--- src/rtl/morse_pkg.sv ---
// Shared types and constants for the Morse letter sequencer.
// Letters are MSB-first patterns (1 = dash) with the symbol count alongside.
package morse_pkg;

  localparam int unsigned LETTER_W         = 3;
  localparam int unsigned PAT_W            = 4;
  localparam int unsigned LEN_W            = 3;
  localparam int unsigned CNT_W            = 3;
  localparam int unsigned IDX_W            = 2;
  localparam int unsigned LETTER_GAP_UNITS = 3;

  typedef enum logic [2:0] {
    IDLE,
    RESTART,
    ON,
    OFF,
    FIN,
    LETTER_GAP
  } state_t;

  // Element that follows the current one-cycle RESTART.
  typedef enum logic [1:0] {
    NXT_ON,
    NXT_OFF,
    NXT_LGAP
  } next_el_t;

  typedef struct packed {
    logic [PAT_W-1:0] pattern;
    logic [LEN_W-1:0] length;
  } morse_code_t;

  localparam morse_code_t CODE_A = {4'b0100, 3'd2};
  localparam morse_code_t CODE_B = {4'b1000, 3'd4};
  localparam morse_code_t CODE_C = {4'b1010, 3'd4};
  localparam morse_code_t CODE_D = {4'b1000, 3'd3};
  localparam morse_code_t CODE_E = {4'b0000, 3'd1};
  localparam morse_code_t CODE_F = {4'b0010, 3'd4};
  localparam morse_code_t CODE_G = {4'b1100, 3'd3};
  localparam morse_code_t CODE_H = {4'b0000, 3'd4};

endpackage

--- src/rtl/morse_rom.sv ---
// Combinational letter lookup: A..H select to Morse pattern and length.
module morse_rom
  import morse_pkg::*;
(
  input  logic [LETTER_W-1:0] letter_i,
  output morse_code_t         code_c_o
);

  always_comb begin
    code_c_o = CODE_E;
    case (letter_i)
      3'd0: code_c_o = CODE_A;
      3'd1: code_c_o = CODE_B;
      3'd2: code_c_o = CODE_C;
      3'd3: code_c_o = CODE_D;
      3'd4: code_c_o = CODE_E;
      3'd5: code_c_o = CODE_F;
      3'd6: code_c_o = CODE_G;
      3'd7: code_c_o = CODE_H;
    endcase
  end

endmodule

--- src/rtl/morse_letter_sequencer.sv ---
// Plays one latched letter on LED_OUT, pacing elements with the external unit timer.
// Optional MORSE_REPEAT_EN: replay the letter after a 3-unit gap while START stays high.
module morse_letter_sequencer
  import morse_pkg::*;
#(
  parameter int unsigned DOT_UNITS  = 1,
  parameter int unsigned DASH_UNITS = 3,
  parameter int unsigned GAP_UNITS  = 1
) (
  input  logic                CLOCK_50,
  input  logic                RESET,
  input  logic                START,
  input  logic [LETTER_W-1:0] LETTER,
  input  logic [CNT_W-1:0]    half_sec_count,
  output logic                TIMER_EN,
  output logic                LED_OUT,
  output logic                BUSY,
  output logic                DONE
);

  state_t             state_q, state_d;
  next_el_t           nxt_q, nxt_d;
  logic [PAT_W-1:0]   pat_q, pat_d;
  logic [LEN_W-1:0]   len_q, len_d;
  logic [IDX_W-1:0]   idx_q, idx_d;
  logic [CNT_W-1:0]   sync1_q, sync2_q;
  logic               timer_en_q, timer_en_d;
  logic               led_q, led_d;
  logic               busy_q, busy_d;
  logic               done_q, done_d;

  morse_code_t        rom_code;
  logic [IDX_W-1:0]   bit_sel;
  logic [CNT_W-1:0]   sym_target;
  logic               cnt_stable;
  logic               last_sym;
  logic               sym_done;
  logic               gap_done;
`ifdef MORSE_REPEAT_EN
  logic               lgap_done;
`endif

  morse_rom u_rom (
    .letter_i (LETTER),
    .code_c_o (rom_code)
  );

  // Count is trusted only when both sync stages agree; stages are held clear while
  // the timer is disabled so a stale or stray count never leaks into the next element.
  always_ff @(posedge CLOCK_50 or posedge RESET) begin
    if (RESET) begin
      sync1_q <= '0;
      sync2_q <= '0;
    end else if (!timer_en_q) begin
      sync1_q <= '0;
      sync2_q <= '0;
    end else begin
      sync1_q <= half_sec_count;
      sync2_q <= sync1_q;
    end
  end

  always_comb begin
    bit_sel    = 2'd3 - idx_q;
    sym_target = pat_q[bit_sel] ? CNT_W'(DASH_UNITS) : CNT_W'(DOT_UNITS);
    cnt_stable = (sync1_q == sync2_q);
    last_sym   = ({1'b0, idx_q} == (len_q - 3'd1));
    sym_done   = cnt_stable && (sync2_q == sym_target);
    gap_done   = cnt_stable && (sync2_q == CNT_W'(GAP_UNITS));
`ifdef MORSE_REPEAT_EN
    lgap_done  = cnt_stable && (sync2_q == CNT_W'(LETTER_GAP_UNITS));
`endif
  end

  // Next state and datapath updates; outputs are derived from the next state.
  always_comb begin
    state_d = state_q;
    nxt_d   = nxt_q;
    pat_d   = pat_q;
    len_d   = len_q;
    idx_d   = idx_q;

    case (state_q)
      IDLE: begin
        if (START) begin
          pat_d   = rom_code.pattern;
          len_d   = rom_code.length;
          idx_d   = '0;
          nxt_d   = NXT_ON;
          state_d = RESTART;
        end
      end
      RESTART: begin
        case (nxt_q)
          NXT_ON:  state_d = ON;
          NXT_OFF: state_d = OFF;
`ifdef MORSE_REPEAT_EN
          NXT_LGAP: state_d = LETTER_GAP;
`endif
          default: state_d = IDLE;
        endcase
      end
      ON: begin
        if (sym_done) begin
          if (last_sym) begin
`ifdef MORSE_REPEAT_EN
            if (START) begin
              nxt_d   = NXT_LGAP;
              state_d = RESTART;
            end else begin
              state_d = FIN;
            end
`else
            state_d = FIN;
`endif
          end else begin
            nxt_d   = NXT_OFF;
            state_d = RESTART;
          end
        end
      end
      OFF: begin
        if (gap_done) begin
          idx_d   = idx_q + 2'd1;
          nxt_d   = NXT_ON;
          state_d = RESTART;
        end
      end
      LETTER_GAP: begin
`ifdef MORSE_REPEAT_EN
        if (lgap_done) begin
          idx_d   = '0;
          nxt_d   = NXT_ON;
          state_d = RESTART;
        end
`else
        state_d = IDLE;
`endif
      end
      FIN:     state_d = IDLE;
      default: state_d = IDLE;
    endcase

    timer_en_d = (state_d inside {ON, OFF, LETTER_GAP});
    led_d      = (state_d == ON);
    busy_d     = (state_d inside {RESTART, ON, OFF, LETTER_GAP});
    done_d     = (state_d == FIN);
  end

  always_ff @(posedge CLOCK_50 or posedge RESET) begin
    if (RESET) begin
      state_q    <= IDLE;
      nxt_q      <= NXT_ON;
      pat_q      <= '0;
      len_q      <= '0;
      idx_q      <= '0;
      timer_en_q <= 1'b0;
      led_q      <= 1'b0;
      busy_q     <= 1'b0;
      done_q     <= 1'b0;
    end else begin
      state_q    <= state_d;
      nxt_q      <= nxt_d;
      pat_q      <= pat_d;
      len_q      <= len_d;
      idx_q      <= idx_d;
      timer_en_q <= timer_en_d;
      led_q      <= led_d;
      busy_q     <= busy_d;
      done_q     <= done_d;
    end
  end

  assign TIMER_EN = timer_en_q;
  assign LED_OUT  = led_q;
  assign BUSY     = busy_q;
  assign DONE     = done_q;

endmodule

--- config.mk ---
export PLATFORM = sky130hd
export DESIGN_NAME = morse_letter_sequencer
export DESIGN_NICKNAME = d
export VERILOG_FILES = /design/src/rtl/morse_pkg.sv /design/src/rtl/morse_rom.sv /design/src/rtl/morse_letter_sequencer.sv
export SDC_FILE = /design/constraint.sdc
export NUM_CORES = 1
export LEC_CHECK = 0
export ABC_CLOCK_PERIOD_IN_PS = 2300
export CORE_MARGIN = 2
export CORE_UTILIZATION = 30
export CTS_CLUSTER_SIZE = 12
export DETAILED_ROUTE_END_ITERATION = 8
export GPL_TIMING_DRIVEN = 1
export PLACE_DENSITY = 0.51
export SLEW_MARGIN = 10
export SYNTH_ARGS = -nofsm -noshare
export SYNTH_HDL_FRONTEND = slang
export SYNTH_SLANG_ARGS = --single-unit
--- constraint.sdc ---
create_clock -name CLOCK_50 -period 2.3 [get_ports CLOCK_50]
set_input_delay 0.46 -clock CLOCK_50 [delete_from_list [all_inputs] [get_ports CLOCK_50]]
set_output_delay 0.46 -clock CLOCK_50 [all_outputs]
set_load 0.01 [all_outputs]
==> impl_summary.md <==
Yosys
The number of different library cells in the post-synthesis netlist is 26. The total of warnings raised by yosys is 0. The number of instances in the synthesized netlist is 100. The post-synthesis cell area is 1070 µm². The synthesized area per cell is 10.7 µm².

The number of nets in the synthesized netlist is 114. The flip-flop cell with the highest count after synthesis is sky130_fd_sc_hd__dfrtp_1. The number of enable flip-flop cells after synthesis is 0. The post-synthesis register bit count is 22. The async set or reset register ratio after synthesis is 100%. The sequential-to-total area share from yosys stat is 51.3%.

GRT
The first-pass GRT wire length is 3050 µm. The overall global routing resource usage is 9.51%. The via count of the first global-routing pass is 724. The number of antenna violations at the first check in global routing was 0. The maximum number of pins on one net before global-route repair is 23. Global routing finished with a remaining overflow of 0.

Clocking
The longest clock path from root to sink contains 2 buffers. Hold repair after CTS inserted 0 buffers. The number of buffers created by CTS is 3. After clock tree synthesis, the clock-pin slew on the worst setup and hold paths is 0.12 ns. Buffers added to address setup during post-CTS repair amount to 0. The clock sink count is 22.

Clock latency on the worst-skew pair, taken at its later pin, is 0.30 ns. Post-CTS repair changed the size of 0 cells. The CTS tree is built. Clock tree synthesis selected as its root buffer the cell sky130_fd_sc_hd__clkbuf_4. CTS built an H-tree with a depth of 1.

STA
The number of slew-limit violations in the final report was 0. Setup repair after global routing left no endpoint under its margin. Setup violations remaining at the end of the flow were counted as 0. The clock period minus final worst setup slack is 1.79 ns. The number of hold violations in the final report is 0. For the final routed database, the setup TNS stands at 0 ns.

The tightest hold margin is 0.478 ns. The highest clock rate is 0.559 GHz. The slew of the pin with the lowest slew margin is 0.460 ns. In this run the tightest slew margin relative to its limit is 69.1%. The portion of the clock cycle consumed by the worst path in the final layout is 77.8%. On the final layout, the worst clock skew is 0.00226 ns.

Setup path
For this run, the slowest stage of the critical path takes 0.44 ns. The kind of cell adding the most delay to the critical path is multiplexers. The worst path required time is 2.50 ns.

The kind of end point of the critical path is a flop. The worst setup path is of the flop to flop kind. The count of cell instances traversed by the critical path is 5. Walking the worst path, the cells encountered are mux2i_1 > o21ai_2 > mux2i_2 > a221oi_4 > mux2_4.

For the worst setup path, the data arrival time is 1.99 ns. The highest-delay cell along the critical path is sky130_fd_sc_hd__dfrtp_1. The startpoint class of the critical path is a flop. The buffer and inverter count on the worst path is 0. Measured in cells, the most critical reg-to-reg path has a length of 5. The largest fanout on the critical path is 5.

Layout
The layout overhead on the synthesized area is 22.2%. The library cells used most frequently in the layout, excluding fill and tap cells, are 22 x sky130_fd_sc_hd__dfrtp_1, 12 x sky130_fd_sc_hd__clkdlybuf4s50_1, 10 x sky130_fd_sc_hd__nor2_1. Leaving out fill and tap cells, the most frequent cell in the layout is sky130_fd_sc_hd__dfrtp_1. After the last flow step, the layout net total stands at 131.

The post-route netlist has 9.48% of its cells at a drive strength greater than 1. The share of the core filled with cells in the final layout is 38.6%. After routing the design area is 1310 µm².

The number of antenna cells inserted is 0.

Run
The tool flagged a number of max-cap violations equal to 0.

Hold path
The worst min-delay path category is input port to asynchronous set/reset pin.

Floorplan
The die is 63.8 µm wide. Row generation in the floorplan step produced 21 rows. The height of the die is 63.8 µm. The initial utilization of the core area, before any placement, comes to 31.6%.

For this design the top-level I/O count stands at 13. The die covers 4070 µm². The floorplan core area is 3390 µm².

Route
The wire length per cell is 10.3 µm. The iteration count of the initial detailed-routing pass is 4. The initial detailed-routing violation count is 16. The routed wire length is 1660 µm.

The total vias in the final route is 699. The detail route stage leaves a number of antenna-violating nets equal to 0. The vias per cell is 4.31. For this run, design rule violations remaining after detail routing come to 0.

Placed design
The congestion estimate from routability-driven global placement came to 0.674. The HPWL after detailed placement is 1290 µm. In this run the cell area measured after placement is 1260 µm². In this run the tool buffered the top-level ports with 12 buffer cells.

Pwr
The highest ir drop seen on vdd is 0.000234 V. For this design the static power due to leakage is 0.563 nW. The total power divided by cell area is 886 nW/µm².

Run status
The flow ran to the end, and the final reports show no timing, DRC or antenna violations.
==> worst register-to-register path: stages (launching register included) <==
cell                       delay [ns]
sky130_fd_sc_hd__dfrtp_1         0.44
sky130_fd_sc_hd__mux2i_1         0.25
sky130_fd_sc_hd__o21ai_2         0.08
sky130_fd_sc_hd__mux2i_2         0.21
sky130_fd_sc_hd__a221oi_4        0.38
sky130_fd_sc_hd__mux2_4          0.33
==> synth_stat cells (2+ instances only) <==
| library cell | n | area [µm²] |
|---|---|---|
| sky130_fd_sc_hd__dfrtp_1 | 22 | 551 |
| sky130_fd_sc_hd__nor2_1 | 10 | 37.5 |
| sky130_fd_sc_hd__inv_1 | 8 | 30.0 |
| sky130_fd_sc_hd__a21oi_1 | 7 | 35.0 |
| sky130_fd_sc_hd__and2_1 | 7 | 43.8 |
| sky130_fd_sc_hd__o21ai_0 | 6 | 30.0 |
| sky130_fd_sc_hd__ha_1 | 5 | 62.6 |
| sky130_fd_sc_hd__mux2i_1 | 5 | 50.1 |
| sky130_fd_sc_hd__nand2_1 | 4 | 15.0 |
| sky130_fd_sc_hd__nand3b_1 | 3 | 22.5 |
| sky130_fd_sc_hd__nor3_1 | 3 | 15.0 |
| sky130_fd_sc_hd__clkbuf_1 | 2 | 7.51 |
| sky130_fd_sc_hd__nand2b_1 | 2 | 12.5 |
| sky130_fd_sc_hd__nor2b_1 | 2 | 12.5 |
| sky130_fd_sc_hd__nor3b_1 | 2 | 15.0 |
| sky130_fd_sc_hd__xor2_1 | 2 | 17.5 |
==> registers in the layout (all words and copies together) (netlist names) <==
signal	count
len_q	3
pat_q	3
state_q	3
sync1_q	3
sync2_q	3
idx_q	2
BUSY	1
DONE	1
LED_OUT	1
TIMER_EN	1
nxt_q	1
==> through the flow <==
step           std cells  power (mW)  worst slack (ns)
2_1_floorplan        100       0.790             0.655
5_1_grt              162        1.26             0.381
4_1_cts              162        1.18             0.487
3_5_place_dp         158       0.883             0.424
3_3_place_gp         158       0.876             0.467
6_report             162        1.16             0.511
==> cell families (layout without fill, tap and decap cells) <==
group | count (synthesis) | in the layout | share of synthesized area [%]
mux | 8 | 8 | 8.40
simple gates | 36 | 36 | 18.3
buf+inv | 10 | 26 | 3.50
compound gates | 16 | 16 | 10.2
flops | 22 | 22 | 51.3
fa+ha+maj | 5 | 5 | 5.83
xor+xnor | 3 | 3 | 2.45
==> report_power, final <==
part           switching (mW)  internal [mW]  leakage (nW)
combinational           0.147          0.164         0.279
clock                   0.115          0.176        0.0279
sequential             0.0804          0.478         0.256
==> path summary, 6_finish.rpt <==
path	from	end	slack, ns
max	idx_q[1]$_DFFE_PP0P_	BUSY$_DFF_PP0_	0.51
min reg2reg	sync1_q[0]$_DFF_PP0_	sync2_q[0]$_DFF_PP0_	0.50
min in group CLOCK_50	sync1_q[0]$_DFF_PP0_	sync2_q[0]$_DFF_PP0_	0.50
max reg2reg	idx_q[1]$_DFFE_PP0P_	BUSY$_DFF_PP0_	0.51
min	RESET	pat_q[1]$_DFFE_PP0P_	0.48
max in group asynchronous	RESET	state_q[0]$_DFF_PP0_	1.61
==> routing by layer <==
| layer | vias to the layer above | wire length [µm] | global-route usage, % |
|---|---|---|---|
| met4 | 0 | 27 | 6.52 |
| li1 | 366 | - | - |
| met5 | - | 0 | 0 |
| met2 | 10 | 744 | 14.5 |
| met3 | 2 | 36 | 1.06 |
| met1 | 321 | 856 | 12.7 |
==> area by class of cell <==
cell class	count	area (µm²)
Clock buffer	3	22.5
Clock inverter	1	30.0
Fill cell	343	2080
Inverter	8	30.0
Multi-Input combinational cell	68	484
Sequential cell	22	551
Tap cell	46	57.6
Timing Repair Buffer	14	135
(Power assumes the default switching activity.)
==> variant (same flow settings) <==
Add an input register stage for `LETTER` and `half_sec_count`, with the module's reset; this delays them by one clock. The other inputs are not delayed to match.
--- a/src/rtl/morse_letter_sequencer.sv
+++ b/src/rtl/morse_letter_sequencer.sv
@@ -18,4 +18,17 @@
   output logic                DONE
 );
+
+  logic [LETTER_W-1:0] LETTER_q;
+  logic [CNT_W-1:0] half_sec_count_q;
+
+  always_ff @(posedge CLOCK_50 or posedge RESET) begin
+    if (RESET) begin
+      LETTER_q         <= '0;
+      half_sec_count_q <= '0;
+    end else begin
+      LETTER_q         <= LETTER;
+      half_sec_count_q <= half_sec_count;
+    end
+  end
 
   state_t             state_q, state_d;
@@ -42,5 +55,5 @@
 
   morse_rom u_rom (
-    .letter_i (LETTER),
+    .letter_i (LETTER_q),
     .code_c_o (rom_code)
   );
@@ -56,5 +69,5 @@
       sync2_q <= '0;
     end else begin
-      sync1_q <= half_sec_count;
+      sync1_q <= half_sec_count_q;
       sync2_q <= sync1_q;
     end
Behaviour: not the same (Yosys sat finds a counterexample within 10 cycles, from zero or initial values and one cycle with RESET high).
==> variant against the original RTL <==
Non-clock buffer count did not move; synthesized cell count is 16% higher; worst hold slack got worse by 12 ps; count of clock-buffer cells in the layout unchanged; sequential cell count grew 6; total power is 22% higher; wire length grew 21%; clock power rose by 30%; worst setup slack improved by 55 ps; final area increased by 17%; first-iteration DRC count up 130%; area after synthesis grew 20%; combinational power up 12%; largest cell class unchanged; largest power group unchanged.
==> variant: results <==
set metrics [dict create \
    dp_hpwl_um 1508 \
    status "finished clean" \
    ir_worst_vdd_uv 352.7 \
    place_inst 175 \
    grt_max_degree 29 \
    place.gp.congestion 0.7870 \
    vias_per_cell 4.754 \
    worstPathMaxFanout 7 \
    drt-met1-wl_um 896 \
    grtUsageTotal_pct 9.576 \
    vias 851 \
    synth_commonest_cells "28 x dfrtp_1, 9 x nor2_1, 8 x a21oi_1, 8 x and2_1, 8 x inv_1" \
    hp-class "reg2reg" \
    startpoint "TIMER_EN$_DFF_PP0_" \
    crit_arrival_ps 1270 \
    root_buffer "clkbuf_8" \
    dr_wl_met3_um 57 \
    skew_ps 6.342 \
    yosys_register_bits 28 \
    yosys-top-cells-area "dfrtp_1 54%, ha_1 4.9%, mux2i_1 4.7%" \
    synth_fp_nets 130 \
    grt_pass1_vias 872 \
    cp_slowest_cell "clkdlybuf4s50_1" \
    first_pass_iters 4 \
    cts.clk_slew.worst_paths_ps 90 \
    placed_cell_area_mm2 0.001463 \
    syn-instance-count 116 \
    wl_um 2008 \
    grt_pass1_wl_um 3767 \
    rr_startpoint "len_q[0]$_DFFE_PP0P_" \
    ys_warn_count 0 \
    synth.distinct_cells 33 \
    drt_iter0_markers 36 \
    maxSlewHeadroom_pct 76.33 \
    fin_nets 144 \
    cts_buffer_depth 2 \
    insertion_delay_ps 270 \
    met2WireLength_um 1013 \
    pre_cts_ws_ps 592.2 \
    hold_start "half_sec_count_q[2]$_DFF_PP0_" \
    path_delay_family "buffers and inverters" \
    power_leakage_nw 0.6812 \
    seq_area_frac_synth_pct 54.42 \
    slowest_delay_ps 560 \
    fillers 378 \
    synth_ff_type "dfrtp_1" \
]
[variant: cell types whose count changed in the layout (fill, tap and decap cells not counted), sizes merged, moves of 2 or more]
| cell | unedited run | this run |
|---|---|---|
| nand2 | 4 | 6 |
| a211oi | 0 | 4 |
| a21oi | 7 | 9 |
| dfrtp | 22 | 28 |
| nor3b | 2 | 0 |
| mux2 | 2 | 0 |
[variant: final cells by class]
cell class	instances	area, um^2	area share, %
flip-flops and latches	28	700.7	45.68
multi-input cells	75	534.3	34.83
repair buffers	14	135.1	8.809
well taps	50	62.56	4.078
clock buffers	3	41.29	2.692
clock inverters	1	30.03	1.958
inverters	8	30.03	1.958
[variant: path summary, 6_finish.rpt]
path                                            endpoint  slack [ps]  depth (start not counted)
min reg2reg                         sync1_q[2]$_DFF_PP0_         470                          1
min in group asynchronous  half_sec_count_q[0]$_DFF_PP0_         530                          3
max in group asynchronous           len_q[0]$_DFFE_PP0P_        1500                          3
min                                 sync1_q[2]$_DFF_PP0_         470                          1
max                                             TIMER_EN         570                          1
max reg2reg                               BUSY$_DFF_PP0_         650                          6
[variant: cells by family (layout without fill, tap and decap cells)]
logic type,count (synthesis),after routing,share of synthesized area [%]
AND/OR/NAND/NOR,37,37,16.71
AO/OA/AOI/OAI,23,23,12.54
multiplexers,6,6,4.665
buffers and inverters,13,26,4.082
XOR/XNOR,4,4,2.722
adder cells (fa/ha/maj),5,5,4.859
flip-flops,28,28,54.42
[variant: power by group]
group / switching, mW / internal, mW
logic: 0.167 / 0.181
clock network: 0.147 / 0.233
registers: 0.0975 / 0.588
[variant: routing by layer]
layer / GRT usage (%) / vias to the layer above
met2: 16.56 / 11
met4: 4.575 / 0
met1: 11.43 / 415
li1: - / 420
met5: 0 / -
met3: 1.744 / 5
